<file path="src/rtl/bfp_pkg.sv">
// Shared constants and types for the BFP group collector.
// No logic here; the types are used by the bank and the top level.
// The backpressure behaviour is defined by the modules that use them.
package bfp_pkg;

  // Default sizes for the collector and the downstream converter.
  localparam int GRPSIZE    = 16;
  localparam int FPEXPSIZE  = 8;
  localparam int FPMANSIZE  = 23;
  localparam int FPWIDTH    = 1 + FPEXPSIZE + FPMANSIZE;
  localparam int BFPEXPSIZE = 8;
  localparam int BFPMANSIZE = 8;

  // Lifecycle of one storage bank.
  typedef enum logic [1:0] {
    EMPTY   = 2'd0,
    FILLING = 2'd1,
    FULL    = 2'd2
  } bank_state_e;

  // Number of real elements in a group (1..GRPSIZE), or 0 when idle.
  typedef logic [$clog2(GRPSIZE):0] grp_cnt_t;

  // Returns the biased exponent field of an FP word.
  function automatic logic [FPEXPSIZE-1:0] fp_exp(input logic [FPWIDTH-1:0] w);
    return w[FPWIDTH-2 -: FPEXPSIZE];
  endfunction

endpackage

</file>
<file path="src/rtl/bfp_group_bank.sv">
// One group bank: element storage, element count, special flag, EMPTY/FILLING/FULL state.
// Latency: a write at edge t is visible after edge t. A close makes the bank FULL after edge t.
// Backpressure: the owner must not write while the bank is FULL. A take empties the bank.
// Ports:
//   clk_i, rst_i                      clock and synchronous active-high reset
//   wr_en_i/wr_close_i/wr_ptr_i       write strobe, group-close flag, slot index
//   wr_exp_i/wr_man_i                 unpacked exponent and {sign, mantissa} fields
//   rd_take_i                         consumer took this (FULL) bank
//   state_o, exps_o, mans_o, count_o, special_o   registered bank contents
module bfp_group_bank
  import bfp_pkg::*;
#(
  parameter int GRPSIZE = 16,
  parameter int EXPW    = 8,
  parameter int MANW    = 24
) (
  input  logic                       clk_i,
  input  logic                       rst_i,
  input  logic                       wr_en_i,
  input  logic                       wr_close_i,
  input  logic [$clog2(GRPSIZE)-1:0] wr_ptr_i,
  input  logic [EXPW-1:0]            wr_exp_i,
  input  logic [MANW-1:0]            wr_man_i,
  input  logic                       rd_take_i,
  output bank_state_e                state_o,
  output logic [EXPW-1:0]            exps_o [0:GRPSIZE-1],
  output logic [MANW-1:0]            mans_o [0:GRPSIZE-1],
  output logic [$clog2(GRPSIZE):0]   count_o,
  output logic                       special_o
);

  localparam int CW = $clog2(GRPSIZE) + 1;

  bank_state_e     state_q;
  logic [CW-1:0]   count_q;
  logic            special_q;
  logic [EXPW-1:0] exps_q [0:GRPSIZE-1];
  logic [MANW-1:0] mans_q [0:GRPSIZE-1];

  // Writes are ignored while FULL, so a held group cannot be overwritten.
  wire wr_ok = wr_en_i && (state_q != FULL);

  always_ff @(posedge clk_i) begin
    if (rst_i) begin
      state_q   <= EMPTY;
      count_q   <= '0;
      special_q <= 1'b0;
    end else begin
      case (state_q)
        EMPTY, FILLING: begin
          if (wr_en_i) begin
            state_q   <= wr_close_i ? FULL : FILLING;
            count_q   <= CW'(wr_ptr_i) + CW'(1);
            // special_q is already clear on entry to EMPTY.
            special_q <= special_q | (&wr_exp_i);
          end
        end
        FULL: begin
          if (rd_take_i) begin
            state_q   <= EMPTY;
            count_q   <= '0;
            special_q <= 1'b0;
          end
        end
        default: state_q <= EMPTY;
      endcase
    end
  end

  // Storage is not reset. Slots at or beyond count_q are masked by the reader.
  always_ff @(posedge clk_i) begin
    if (wr_ok) begin
      exps_q[wr_ptr_i] <= wr_exp_i;
      mans_q[wr_ptr_i] <= wr_man_i;
    end
  end

  assign state_o   = state_q;
  assign exps_o    = exps_q;
  assign mans_o    = mans_q;
  assign count_o   = count_q;
  assign special_o = special_q;

endmodule

</file>
<file path="src/rtl/bfp_group_collector.sv">
// Collects an FP32 element stream into GRPSIZE groups in ping-pong banks for the BFP converter.
// Latency: 1 cycle from accepting the closing element to o_valid. Throughput is one element per cycle.
// Backpressure: o_ready drops only when the write bank is FULL. It recovers on the cycle after an output transfer.
// Ports:
//   i_clk, i_rst               clock and synchronous active-high reset
//   i_valid/o_ready/i_data     element input handshake; i_last closes the group early
//   o_valid/i_ready            group output handshake
//   o_exps/o_mans              per-slot exponent and {sign, mantissa}; padding slots read zero
//   o_count/o_special          real element count and Inf/NaN flag of the presented group
module bfp_group_collector
  import bfp_pkg::*;
#(
  parameter int GRPSIZE   = bfp_pkg::GRPSIZE,
  parameter int FPEXPSIZE = bfp_pkg::FPEXPSIZE,
  parameter int FPMANSIZE = bfp_pkg::FPMANSIZE
) (
  input  logic                         i_clk,
  input  logic                         i_rst,
  input  logic                         i_valid,
  output logic                         o_ready,
  input  logic [FPEXPSIZE+FPMANSIZE:0] i_data,
  input  logic                         i_last,
  output logic                         o_valid,
  input  logic                         i_ready,
  output logic [FPEXPSIZE-1:0]         o_exps [0:GRPSIZE-1],
  output logic [FPMANSIZE:0]           o_mans [0:GRPSIZE-1],
  output logic [$clog2(GRPSIZE):0]     o_count,
  output logic                         o_special
);

  localparam int FPWIDTH = 1 + FPEXPSIZE + FPMANSIZE;
  localparam int PW      = $clog2(GRPSIZE);
  localparam int CW      = PW + 1;
  localparam int MANW    = FPMANSIZE + 1;

  logic          wr_sel_q, wr_sel_d;
  logic          rd_sel_q, rd_sel_d;
  logic [PW-1:0] wr_ptr_q, wr_ptr_d;

  bank_state_e    b0_state, b1_state;
  logic [FPEXPSIZE-1:0] b0_exps [0:GRPSIZE-1];
  logic [FPEXPSIZE-1:0] b1_exps [0:GRPSIZE-1];
  logic [MANW-1:0]      b0_mans [0:GRPSIZE-1];
  logic [MANW-1:0]      b1_mans [0:GRPSIZE-1];
  logic [CW-1:0]        b0_count, b1_count, rd_count;
  logic                 b0_special, b1_special;

  bank_state_e wr_state, rd_state;
  logic        wr_fire, rd_fire, wr_close;
  logic [FPEXPSIZE-1:0] in_exp;
  logic [MANW-1:0]      in_man;

  assign wr_state = wr_sel_q ? b1_state : b0_state;
  assign rd_state = rd_sel_q ? b1_state : b0_state;

  // Ready is forced low during reset, before the bank states are known.
  assign o_ready  = !i_rst && (wr_state != FULL);
  assign o_valid  = (rd_state == FULL);
  assign wr_fire  = i_valid && o_ready;
  assign rd_fire  = o_valid && i_ready;
  assign wr_close = i_last || (wr_ptr_q == PW'(GRPSIZE - 1));

  // Raw field split: no hidden-bit insertion and no denormal handling.
  assign in_exp = i_data[FPWIDTH-2 -: FPEXPSIZE];
  assign in_man = {i_data[FPWIDTH-1], i_data[FPMANSIZE-1:0]};

  always_comb begin
    wr_sel_d = wr_sel_q;
    wr_ptr_d = wr_ptr_q;
    rd_sel_d = rd_sel_q;
    if (wr_fire) begin
      if (wr_close) begin
        wr_ptr_d = '0;
        wr_sel_d = ~wr_sel_q;
      end else begin
        wr_ptr_d = wr_ptr_q + PW'(1);
      end
    end
    if (rd_fire) rd_sel_d = ~rd_sel_q;
  end

  always_ff @(posedge i_clk) begin
    if (i_rst) begin
      wr_sel_q <= 1'b0;
      rd_sel_q <= 1'b0;
      wr_ptr_q <= '0;
    end else begin
      wr_sel_q <= wr_sel_d;
      rd_sel_q <= rd_sel_d;
      wr_ptr_q <= wr_ptr_d;
    end
  end

  bfp_group_bank #(.GRPSIZE(GRPSIZE), .EXPW(FPEXPSIZE), .MANW(MANW)) u_bank0 (
    .clk_i      (i_clk),
    .rst_i      (i_rst),
    .wr_en_i    (wr_fire && !wr_sel_q),
    .wr_close_i (wr_close),
    .wr_ptr_i   (wr_ptr_q),
    .wr_exp_i   (in_exp),
    .wr_man_i   (in_man),
    .rd_take_i  (rd_fire && !rd_sel_q),
    .state_o    (b0_state),
    .exps_o     (b0_exps),
    .mans_o     (b0_mans),
    .count_o    (b0_count),
    .special_o  (b0_special)
  );

  bfp_group_bank #(.GRPSIZE(GRPSIZE), .EXPW(FPEXPSIZE), .MANW(MANW)) u_bank1 (
    .clk_i      (i_clk),
    .rst_i      (i_rst),
    .wr_en_i    (wr_fire && wr_sel_q),
    .wr_close_i (wr_close),
    .wr_ptr_i   (wr_ptr_q),
    .wr_exp_i   (in_exp),
    .wr_man_i   (in_man),
    .rd_take_i  (rd_fire && rd_sel_q),
    .state_o    (b1_state),
    .exps_o     (b1_exps),
    .mans_o     (b1_mans),
    .count_o    (b1_count),
    .special_o  (b1_special)
  );

  assign rd_count  = rd_sel_q ? b1_count : b0_count;
  assign o_count   = rd_count;
  assign o_special = rd_sel_q ? b1_special : b0_special;

  // Padding slots of a short group, and stale storage, are presented as zero.
  always_comb begin
    for (int i = 0; i < GRPSIZE; i++) begin
      o_exps[i] = '0;
      o_mans[i] = '0;
      if (CW'(i) < rd_count) begin
        o_exps[i] = rd_sel_q ? b1_exps[i] : b0_exps[i];
        o_mans[i] = rd_sel_q ? b1_mans[i] : b0_mans[i];
      end
    end
  end

endmodule

</file>
<file path="config.mk">
export PLATFORM = sky130hd
export DESIGN_NAME = bfp_group_collector
export DESIGN_NICKNAME = d
export VERILOG_FILES = /design/src/rtl/bfp_pkg.sv /design/src/rtl/bfp_group_bank.sv /design/src/rtl/bfp_group_collector.sv
export SDC_FILE = /design/constraint.sdc
export NUM_CORES = 1
export LEC_CHECK = 0
export CAP_MARGIN = 20
export CELL_PAD_IN_SITES_DETAIL_PLACEMENT = 0
export CELL_PAD_IN_SITES_GLOBAL_PLACEMENT = 2
export CORE_ASPECT_RATIO = 2
export CORE_MARGIN = 2
export CORE_UTILIZATION = 40
export CTS_CLUSTER_SIZE = 30
export DETAILED_ROUTE_END_ITERATION = 10
export GPL_TIMING_DRIVEN = 0
export HOLD_SLACK_MARGIN = 0.02
export PLACE_DENSITY_LB_ADDON = 0.1
export SETUP_SLACK_MARGIN = 0.4
export SLEW_MARGIN = 30
export SYNTH_ARGS = -nofsm -noshare
export SYNTH_HDL_FRONTEND = slang
export SYNTH_SLANG_ARGS = --single-unit
</file>
<file path="constraint.sdc">
create_clock -name i_clk -period 4.4 [get_ports i_clk]
set_clock_uncertainty 0.05 [all_clocks]
set_input_delay 0.88 -clock i_clk [delete_from_list [all_inputs] [get_ports i_clk]]
set_output_delay 0.88 -clock i_clk [all_outputs]
set_load 0.02 [all_outputs]
</file>
Word-level counts from Yosys, hierarchy flattened
Cells that the tools add are included.

word-level totals
  register bits after elaboration = 1046
  output and inout port bits = 520
  logic and storage cells = 233
  bits of input ports = 37

cells by class
  reductions and logical operators = 26
  bitwise operators = 5
  eq/ne operators = 13
  add/sub/neg operators = 2
  multiplexer cells = 96
  order comparisons = 18

operators by type and width
  operator                                                                       number
  24-bit 2-to-1 mux                                                              33
  384-bit bitwise mux                                                            2
  8-bit 2-to-1 mux                                                               33
  128-bit bitwise mux                                                            2
  24-bit demux with 4-bit select                                                 1
  4-bit by 5-bit less-than comparator with 1-bit output (first input constant)   8
  8-bit demux with 4-bit select                                                  1
  5-bit 2-to-1 mux                                                               5
  3-bit by 5-bit less-than comparator with 1-bit output (first input constant)   4
  5-bit one-hot mux with 2 select lines                                          2
  2-bit 2-to-1 mux                                                               7
  1-bit logical AND                                                              10
  1-bit by 5-bit less-than comparator with 1-bit output (first input constant)   2
  2-bit by 5-bit less-than comparator with 1-bit output (first input constant)   2
  2-bit by 1-bit inequality test with 1-bit output (second input constant)       4
  2-bit one-hot mux with 2 select lines                                          2
  8-bit AND reduction                                                            1
  2-bit equality test (second input constant)                                    3
  2-bit inequality test (second input constant)                                  3
  2-bit AND reduction                                                            3
  3-bit AND reduction                                                            2
  4-bit by 1-bit adder with 5-bit output (second input constant)                 1
  5-bit greater-or-equal comparator (second input constant)                      1
  5-bit by 1-bit less-than comparator with 1-bit output (second input constant)  1
  other kinds (14)                                                               27

Longest topological paths before layout
  depth after elaboration = 7
  gate-level depth with buffers = 8
  depth with buffers taken out = 4

Cells and area by module
From an unflattened synthesis, not the netlist that was laid out.

second synthesis, totals
  cell total of the unflattened synthesis = 2408
  area, all modules = 40662.7 µm²

by module, submodules not included
  module                     seq. area each (µm²)  times used  area each (µm²)  cells an instance
  bfp_group_bank at u_bank0  15534.9               1           15912.8          584
  bfp_group_bank at u_bank1  15534.9               1           15901.5          578
  bfp_group_collector        120.1                 1           8848.5           1246

Worst setup path before layout
Ideal clock, no wire load.

  path kind = input -> register
  from = input i_valid
  to = register u_bank1.exps_q (netlist bit u_bank1.exps_o[16]) (enable)
  slack = 1.026 ns
  stages = 4
  data required time = 3.929 ns
  path buffers = 2
  data arrival time = 2.902 ns
  setup time = 0.421 ns
  cell sequence = buf_2 clkbuf_1 nand4_1 nor2_1

on the way
  longest elaborated chain between the ends = 3

RTL lines
  item                           line                        RTL
  start, declared                bfp_group_collector.sv:19   input logic i_valid,
  1-bit logical AND              bfp_group_collector.sv:59   assign wr_fire = i_valid && o_ready;
  1-bit logical AND              bfp_group_collector.sv:113  .wr_en_i (wr_fire && wr_sel_q),
  1-bit logical AND              bfp_group_bank.sv:41        wire wr_ok = wr_en_i && (state_q != FULL);
  end signal, assigned by index  bfp_group_bank.sv:73        exps_q[wr_ptr_i] <= wr_exp_i;
  end, declared                  bfp_group_bank.sv:37        logic [EXPW-1:0] exps_q [0:GRPSIZE-1];

No other way between the ends.
A chain may end at the register's enable or synchronous reset.

==> results list <==
- Counting tap cells, the placed design contains a total of 4347 instances.
* Reported leakage power: between 20 and 25 nW
- Setup repair after global routing missed its margin: yes
* End of the worst register-to-register path: u_bank1.mans_o[292]$_DFFE_PP_
- Summed over all layers, the global routing overflow is 0.
- After filler insertion, the fill cell instance count of the layout stands at 8555.
- R2R Path Start: wr_ptr_q[0]$_SDFFE_PP0N_
- Of all flip-flops after synthesis, the portion carrying an async set or reset was 0%.
* Number of levels the H-tree was split into: 3
- The first global-routing pass estimated 176000 um of wire.
- For the pin with the worst max-slew slack, the measured transition is just over 0.9 ns.
- Highest-count cells in the layout ignoring fill and taps: 1024 x edfxtp_1, 511 x mux2i_1, 292 x nor2_1
- Detailed routing inserted a total of 23600 vias.
- Layout cell share with drive strength beyond 1: between 10 and 15%
- Summed over its instances, the top area cell type makes up about three quarters of the synthesized netlist area.
- In this run the deepest clock path goes through 3 buffers.
- Setup slack on the worst reg-to-reg path comes out at ~1.3 ns.
* Post-synthesis cell area: 40600 um^2
- Reported net switching power: 4.44 mW
- Leading cell type in the layout, fill and taps excluded: edfxtp_1
- The number of clock buffers added by TritonCTS is 90.
* Routability-driven placement congestion ratio: 0.835
- Root buffer cell: clkbuf_16
- Yosys printed 0 warnings.
- Latest clock arrival within the worst-skew pair: between 0.6 and 0.7 ns
- Startpoint of the worst setup timing path: rd_sel_q$_SDFFE_PP0N_
- Areal power density over the cells: 387 nW/um^2
- Across the run, the number of max-cap violations was 0.
- In this run, the combinational gates consume 6.4% of the power.
- Post-detailed-routing wire length: 126000 um
- Worst slack after detailed placement: 0.475 ns
- STA puts the critical path data arrival time at 2.99 ns.
- The worst path uses 89.2% of the clock period.
- Setup crit end kind: output port
* Number of buffers added on ports: 554
- Number of antenna violations at the first check in global routing: 7
- Clock transition at the registers of the reported paths: 0.07 ns
- Clock group share of total power: roughly 41%
- Measured in cells, the most critical reg-to-reg path has a length of 5.
* Largest net degree at the start of global routing: 34
- Sequential cells were found to cover 76.9% of the synthesized design area.
* IO Pins: 557
- The core region is 101000 um^2.
- EDFF count, synth: around 1000
- Worst-case setup margin in the final layout: ~0.48 ns
* Worst-case headroom to the max-slew limit: 39.1%
- Average wire length per cell after detail routing: 27.8 um
- The via count of the first global-routing pass came to 24600.
- Total count of hold-check failures in the final report: 0
* Cell taking the most area after synthesis: edfxtp_1
- Setup violations remaining at the end of the flow were counted as 0.
- The clock net in this run drives a total of 1046 sinks.
- Count of distinct cell types in the synthesized netlist: 58
- Total DRC errors in the routed layout: 0
- CP Class: reg2out
- In the routed layout, each cell is associated on average with a via count of 5.22.
- Worst hold-check path type: in2reg
* Pint: 16.2 mW
- For this run, the post-layout net count is 3160.
- Die Footprint: ~100000 um^2
- Row count: 165
- Synthesis produced 2407 cells.
* Result of the run: completed
- Dominant synthesized flop cell: edfxtp_1
- Layout area overhead: 31.5%
- Maximum fanout encountered on the critical timing path: 10
- Leading cell types by total area after synthesis: edfxtp_1 76%, mux2i_1 13%, nor2_1 3.0%
* Chip Height: 454 um
- Post-route ant nets: 0
- Startpoint class of the critical path: flip-flop
* Peak Freq: 255 MHz
- In this run the mean area of a mapped cell was 16.9 um^2.
* CTS tree: yes
- Die Span X: 229 um
- Number of max-slew violations in the final report: 0
- Drt pass-1 iters: 5
- The share of total power dissipated in sequential elements is 53.1%.
- In this run the worst setup path terminates at o_exps[108].
- Once the floorplan was initialized, standard cells occupied between 40% and 50% of the core.
- The finished layout holds 4527 standard cells, fillers aside.
- Total global-route track usage: 23.9%
- Number of storage elements in the synthesis netlist: 1046
- Maximum vdd ir drop: between 0.3 and 0.4 mV
- Counting every net in the synthesized netlist gives approximately 2400.
- The worst path needs 3.92 ns of the cycle, external delays included.
- Drt initial violations: 1758
- Hold timing on the final database bottoms out at a slack of 0.382 ns.
- For the worst setup path, the data required time is approximately 3.5 ns.
- Switching power share of the total: 21.5%
* Post-DP HPWL: 85600 um
state kept, by name, indices dropped and copies added (netlist names):
name / count
wr_ptr_q: 4
u_bank0.special_o: 1
u_bank0.count_o: 5
wr_sel_q: 1
u_bank0.exps_o: 128
u_bank1.count_o: 5
u_bank1.state_o: 2
u_bank1.special_o: 1
u_bank0.state_o: 2
u_bank1.exps_o: 128
u_bank0.mans_o: 384
u_bank1.mans_o: 384
rd_sel_q: 1
metal layers:
| metal | part of all wire [%] | track usage (%) | vias up |
|---|---|---|---|
| li1 | - | - | 10600 |
| met1 | 40 | 29.2 | 12100 |
| met2 | 51 | 42.2 | 784 |
| met3 | 7.1 | 6.44 | 141 |
| met4 | 2.1 | 5.68 | 8 |
| met5 | 0.037 | 0 | - |
power groups by stage:
stage / registers [mW] / clock network [mW] / logic, mW
floorplan: 11.2 / 0 / 0.567
global route: 11.0 / 8.88 / 1.39
finish: 11.0 / 8.36 / 1.32
CTS: 11.0 / 8.55 / 1.35
detailed placement: 11.2 / 0 / 1.31
global placement: 11.2 / 0 / 1.25
synth_stat cells, types with 6 or more instances:
cell type	number
edfxtp_1	1024
mux2i_1	516
nor2_1	324
nor3_1	131
buf_2	104
a21oi_1	78
a211oi_1	32
clkbuf_1	27
dfxtp_1	22
nand2_1	18
nand4_1	12
buf_4	10
inv_1	9
nand3_1	8
or3_1	7
buf_1	6
buf_6	6
nor2b_1	6
logic make-up after synthesis:
group,synth area share (%)
adders and majority gates,0.123
buffers and inverters,2.03
xor gates and xnor gates,0.0216
DFF,76.9
AOI/OAI and AO/OA,2.31
and+or+nand+nor,5.80
muxes,12.8
critical path: stages (launching register included):
cell and delay [ns]:
dfxtp_1 0.34, buf_6 0.14, buf_6 0.14, mux2_2 0.43, a21oi_4 0.17, buf_12 0.16, buf_2 0.24, a21oi_1 0.12
clkdlybuf4s50_1 0.56
stage by stage:
| stage | instance area (um^2) | power, mW | util, % | TNS [ns] |
|---|---|---|---|---|
| after floorplan | 40600 | 11.8 | - | 0 |
| after global placement | 47800 | 12.5 | 47.4 | -207.89 |
| after detailed placement | 49200 | 12.5 | 48.8 | 0 |
| after CTS | 52700 | 20.9 | 52.3 | 0 |
| after global routing | 53300 | 21.2 | 52.9 | 0 |
| final | 53300 | 20.7 | 53.0 | 0 |
how the worst min path moves through the flow:
stage / startpoint / end / slack [ns] / cells past startpoint
2_1_floorplan: u_bank1.special_o$_SDFFE_PP0P_ / u_bank1.special_o$_SDFFE_PP0P_ / 0.38 / 2
6_report: i_data[8] / u_bank0.mans_o[8]$_DFFE_PP_ / 0.38 / 1
3_5_place_dp: u_bank0.special_o$_SDFFE_PP0P_ / u_bank0.special_o$_SDFFE_PP0P_ / 0.41 / 2
5_1_grt: i_data[12] / u_bank0.mans_o[204]$_DFFE_PP_ / 0.33 / 1
4_1_cts: i_data[12] / u_bank1.mans_o[204]$_DFFE_PP_ / 0.32 / 1
3_3_place_gp: u_bank1.special_o$_SDFFE_PP0P_ / u_bank1.special_o$_SDFFE_PP0P_ / 0.40 / 2
area by class of cell:
| class | instances | area [um^2] | area share (%) |
|---|---|---|---|
| tap | 1336 | 1670 | 3.13 |
| timing repair buffer | 620 | 7300 | 13.7 |
| inverter | 10 | 37.5 | 0.0704 |
| sequential | 1046 | 31200 | 58.5 |
| antenna | 3 | 7.51 | 0.0141 |
| clock inverter | 53 | 681 | 1.28 |
| multi-input combinational | 1198 | 8980 | 16.8 |
| clock buffer | 108 | 2380 | 4.47 |
| buffer | 153 | 1100 | 2.07 |
what timing repair did:
item | in CTS | in global routing
buffers inserted | 14 | 2
resized for setup | 248 | 275
endpoints found under the setup margin | 515 | 307
pin swaps | 9 | 2
hold buffers | 0 | 0
No activity file was read; power rests on OpenSTA's default activity.
==> RTL edit (same settings) <==
Put a register stage on the output `o_count`, cleared by the reset. The value now appears one clock later. The other outputs are not delayed to match.
--- a/src/rtl/bfp_group_collector.sv
+++ b/src/rtl/bfp_group_collector.sv
@@ -124,7 +124,13 @@
   );
 
   assign rd_count  = rd_sel_q ? b1_count : b0_count;
-  assign o_count   = rd_count;
+  always_ff @(posedge i_clk) begin
+    if (i_rst) begin
+      o_count <= '0;
+    end else begin
+      o_count <= rd_count;
+    end
+  end
   assign o_special = rd_sel_q ? b1_special : b0_special;
 
   // Padding slots of a short group, and stale storage, are presented as zero.
Formal check against the unedited RTL: not equivalent (Yosys sat finds a counterexample within 4 cycles, from zero or initial values and one cycle with i_rst high).
==> RTL edit against the unedited design <==
  * Sequential cell count rose by 5
  * Area after synthesis decreased by 0.19%
  * Power fell by 2.6%
  * Sequential share of layout area up 0.90 points
  * Wire length is 0.41% lower
  * Clock power decreased by 5.9%
  * Final area decreased by 1.2%
  * Hold slack lost 18 ps
  * Worst setup slack worse by 49 ps
  * Critical path type unchanged
==> RTL edit: results (changes against the unedited design) <==
stage	metric	value	unit	change
synth	synth_fa_ha_area_share	0.124	%	+0.00023 points
routing	vias	23500		-0.39%
finish	drive_gt1_share	14.5	%	+0.39 points
grt	grt_pass1_wl	174000	µm	-1.4%
finish	fillers	8601		+0.54%
hold_path	min_path_type	input pin to flop		
worst_setup_path	crit_path_max_fanout	10		unchanged
cts	clk_pin_slew	70	ps	about the same
routing	dr.pass1.iters	5		unchanged
pwr	worst_ir_drop_vdd	329	µV	-9.3%
synth	ys_top_cells_by_count	edfxtp_1, mux2i_1, nor2_1, nor3_1, buf_2		
synth	synthXorXnorAreaFrac	0.0216	%	+0.000040 points
routing	vias_per_cell	5.23		+0.14%
place	dp_hpwl	85600	µm	about the same
synth	synth_edf_count	1024		unchanged
pwr	switching_power	4.44	mW	about the same
synth	synth_mux_area_share	12.1	%	-0.74 points
synth	synthCells	2377		-1.2%
routing	first_iter_violations	1626		-7.5%
finish	final_nets	3129		-0.98%
grt	grt_max_degree	34		unchanged
synth	yosysWarnings	0		unchanged
synth	synth.area.top_cells	edfxtp_1, mux2i_1, nor2_1		
place	placed_cells	4312		-0.81%
synth	synth_cell_types	61		+5.2%
grt	track_usage	23.9	%	-0.035 points
cts	htree_levels	3		unchanged
synth	async_reset_ff_share	0	%	unchanged
pwr	leakage	18.9	nW	-9.4%
worst_setup_path	arrival	3040	ps	+50 ps
routing	wl_per_cell	27.8	µm	+0.12%
place	gp_congestion	0.846		+1.3%
cts	clock_latency	700	ps	+20 ps
cts	cts_buffers	91		+1.1%
synth	yosysMostFrequentCell	edfxtp_1		
synth	synth-compound-area-share	3.03	%	+0.72 points
sta	relSlewSlack	35.6	%	-3.5 points
synth	yosysSeqAreaShare	77.3	%	+0.39 points
status	status	completed		
place	dp_slack	298	ps	-177 ps
grt	antenna_found_initial	9		+2
place	portBuffers	555		+0.18%
cts	clockRootBuffer	clkbuf_16		
RTL edit: cell type report:
cell class / instances / area share, %
Buffer: 150 / 2.01
Sequential cell: 1051 / 59.4
Clock inverter: 61 / 0.966
Antenna cell: 3 / 0.0142
Timing Repair Buffer: 618 / 12.9
Multi-Input combinational cell: 1167 / 17.0
Tap cell: 1336 / 3.17
Inverter: 9 / 0.0641
Clock buffer: 108 / 4.52
RTL edit: power by group through the flow:
stage / Combinational [mW] / Sequential (mW) / Clock [mW]
after global placement: 1.16 / 11.3 / 0
after detailed placement: 1.21 / 11.2 / 0
after floorplan: 0.525 / 11.2 / 0
after global routing: 1.29 / 11.0 / 8.39
final: 1.22 / 11.0 / 7.87
after CTS: 1.24 / 11.0 / 8.05
RTL edit: critical path: stages (launching register included):
cell,delay (ps)
dfxtp_1,330
buf_4,170
nor2b_2,330
a221oi_4,120
buf_4,180
buf_4,150
buf_6,140
nor3_2,260
clkdlybuf4s50_1,650
RTL edit: logic make-up (layout without fill, tap and decap cells):
| family | after synthesis | after routing |
|---|---|---|
| multiplexers | 489 | 489 |
| adder cells (fa/ha/maj) | 4 | 4 |
| AND/OR/NAND/NOR | 499 | 499 |
| buffers and inverters | 159 | 946 |
| flip-flops | 1051 | 1051 |
| other | 0 | 3 |
| XOR/XNOR | 1 | 1 |
| AO/OA/AOI/OAI | 174 | 174 |
RTL edit: final timing paths:
path / slack [ps] / to / cells after the start / from
max: 430 / o_exps[44] / 8 / rd_sel_q
max reg2reg: 1150 / u_bank1.mans_o[356] / 5 / wr_sel_q
min: 360 / u_bank0.mans_o[156] / 1 / i_data[12]
min reg2reg: 400 / u_bank1.special_o / 2 / u_bank1.special_o
RTL edit: repair_timing:
item / in CTS / in global routing
setup endpoints to repair: 514 / 220
hold buffers: 0 / 0
buffers inserted: 14 / 5
pin swaps: 10 / 5
hold endpoints to repair: 0 / 0
gates resized for setup: 392 / 118
RTL edit: per-layer routing:
metal / vias to the layer above / wire, µm / track usage [%]
met5: - / 65 / 0
met2: 857 / 64500 / 42.5
met4: 10 / 4540 / 9.91
met3: 165 / 9090 / 6.03
li1: 10600 / - / -
met1: 11900 / 47100 / 27.2
RTL edit: metrics by stage:
step                hold WS [ps]  TNS, ps  utilization, %  area (µm²)
floorplan                    372        0               -       40500
global placement             389  -662650            47.4       47700
detailed placement           390        0            48.7       49100
CTS                          313        0            52.0       52400
global route                 346        0            52.3       52700
finish                       364        0            52.3       52700
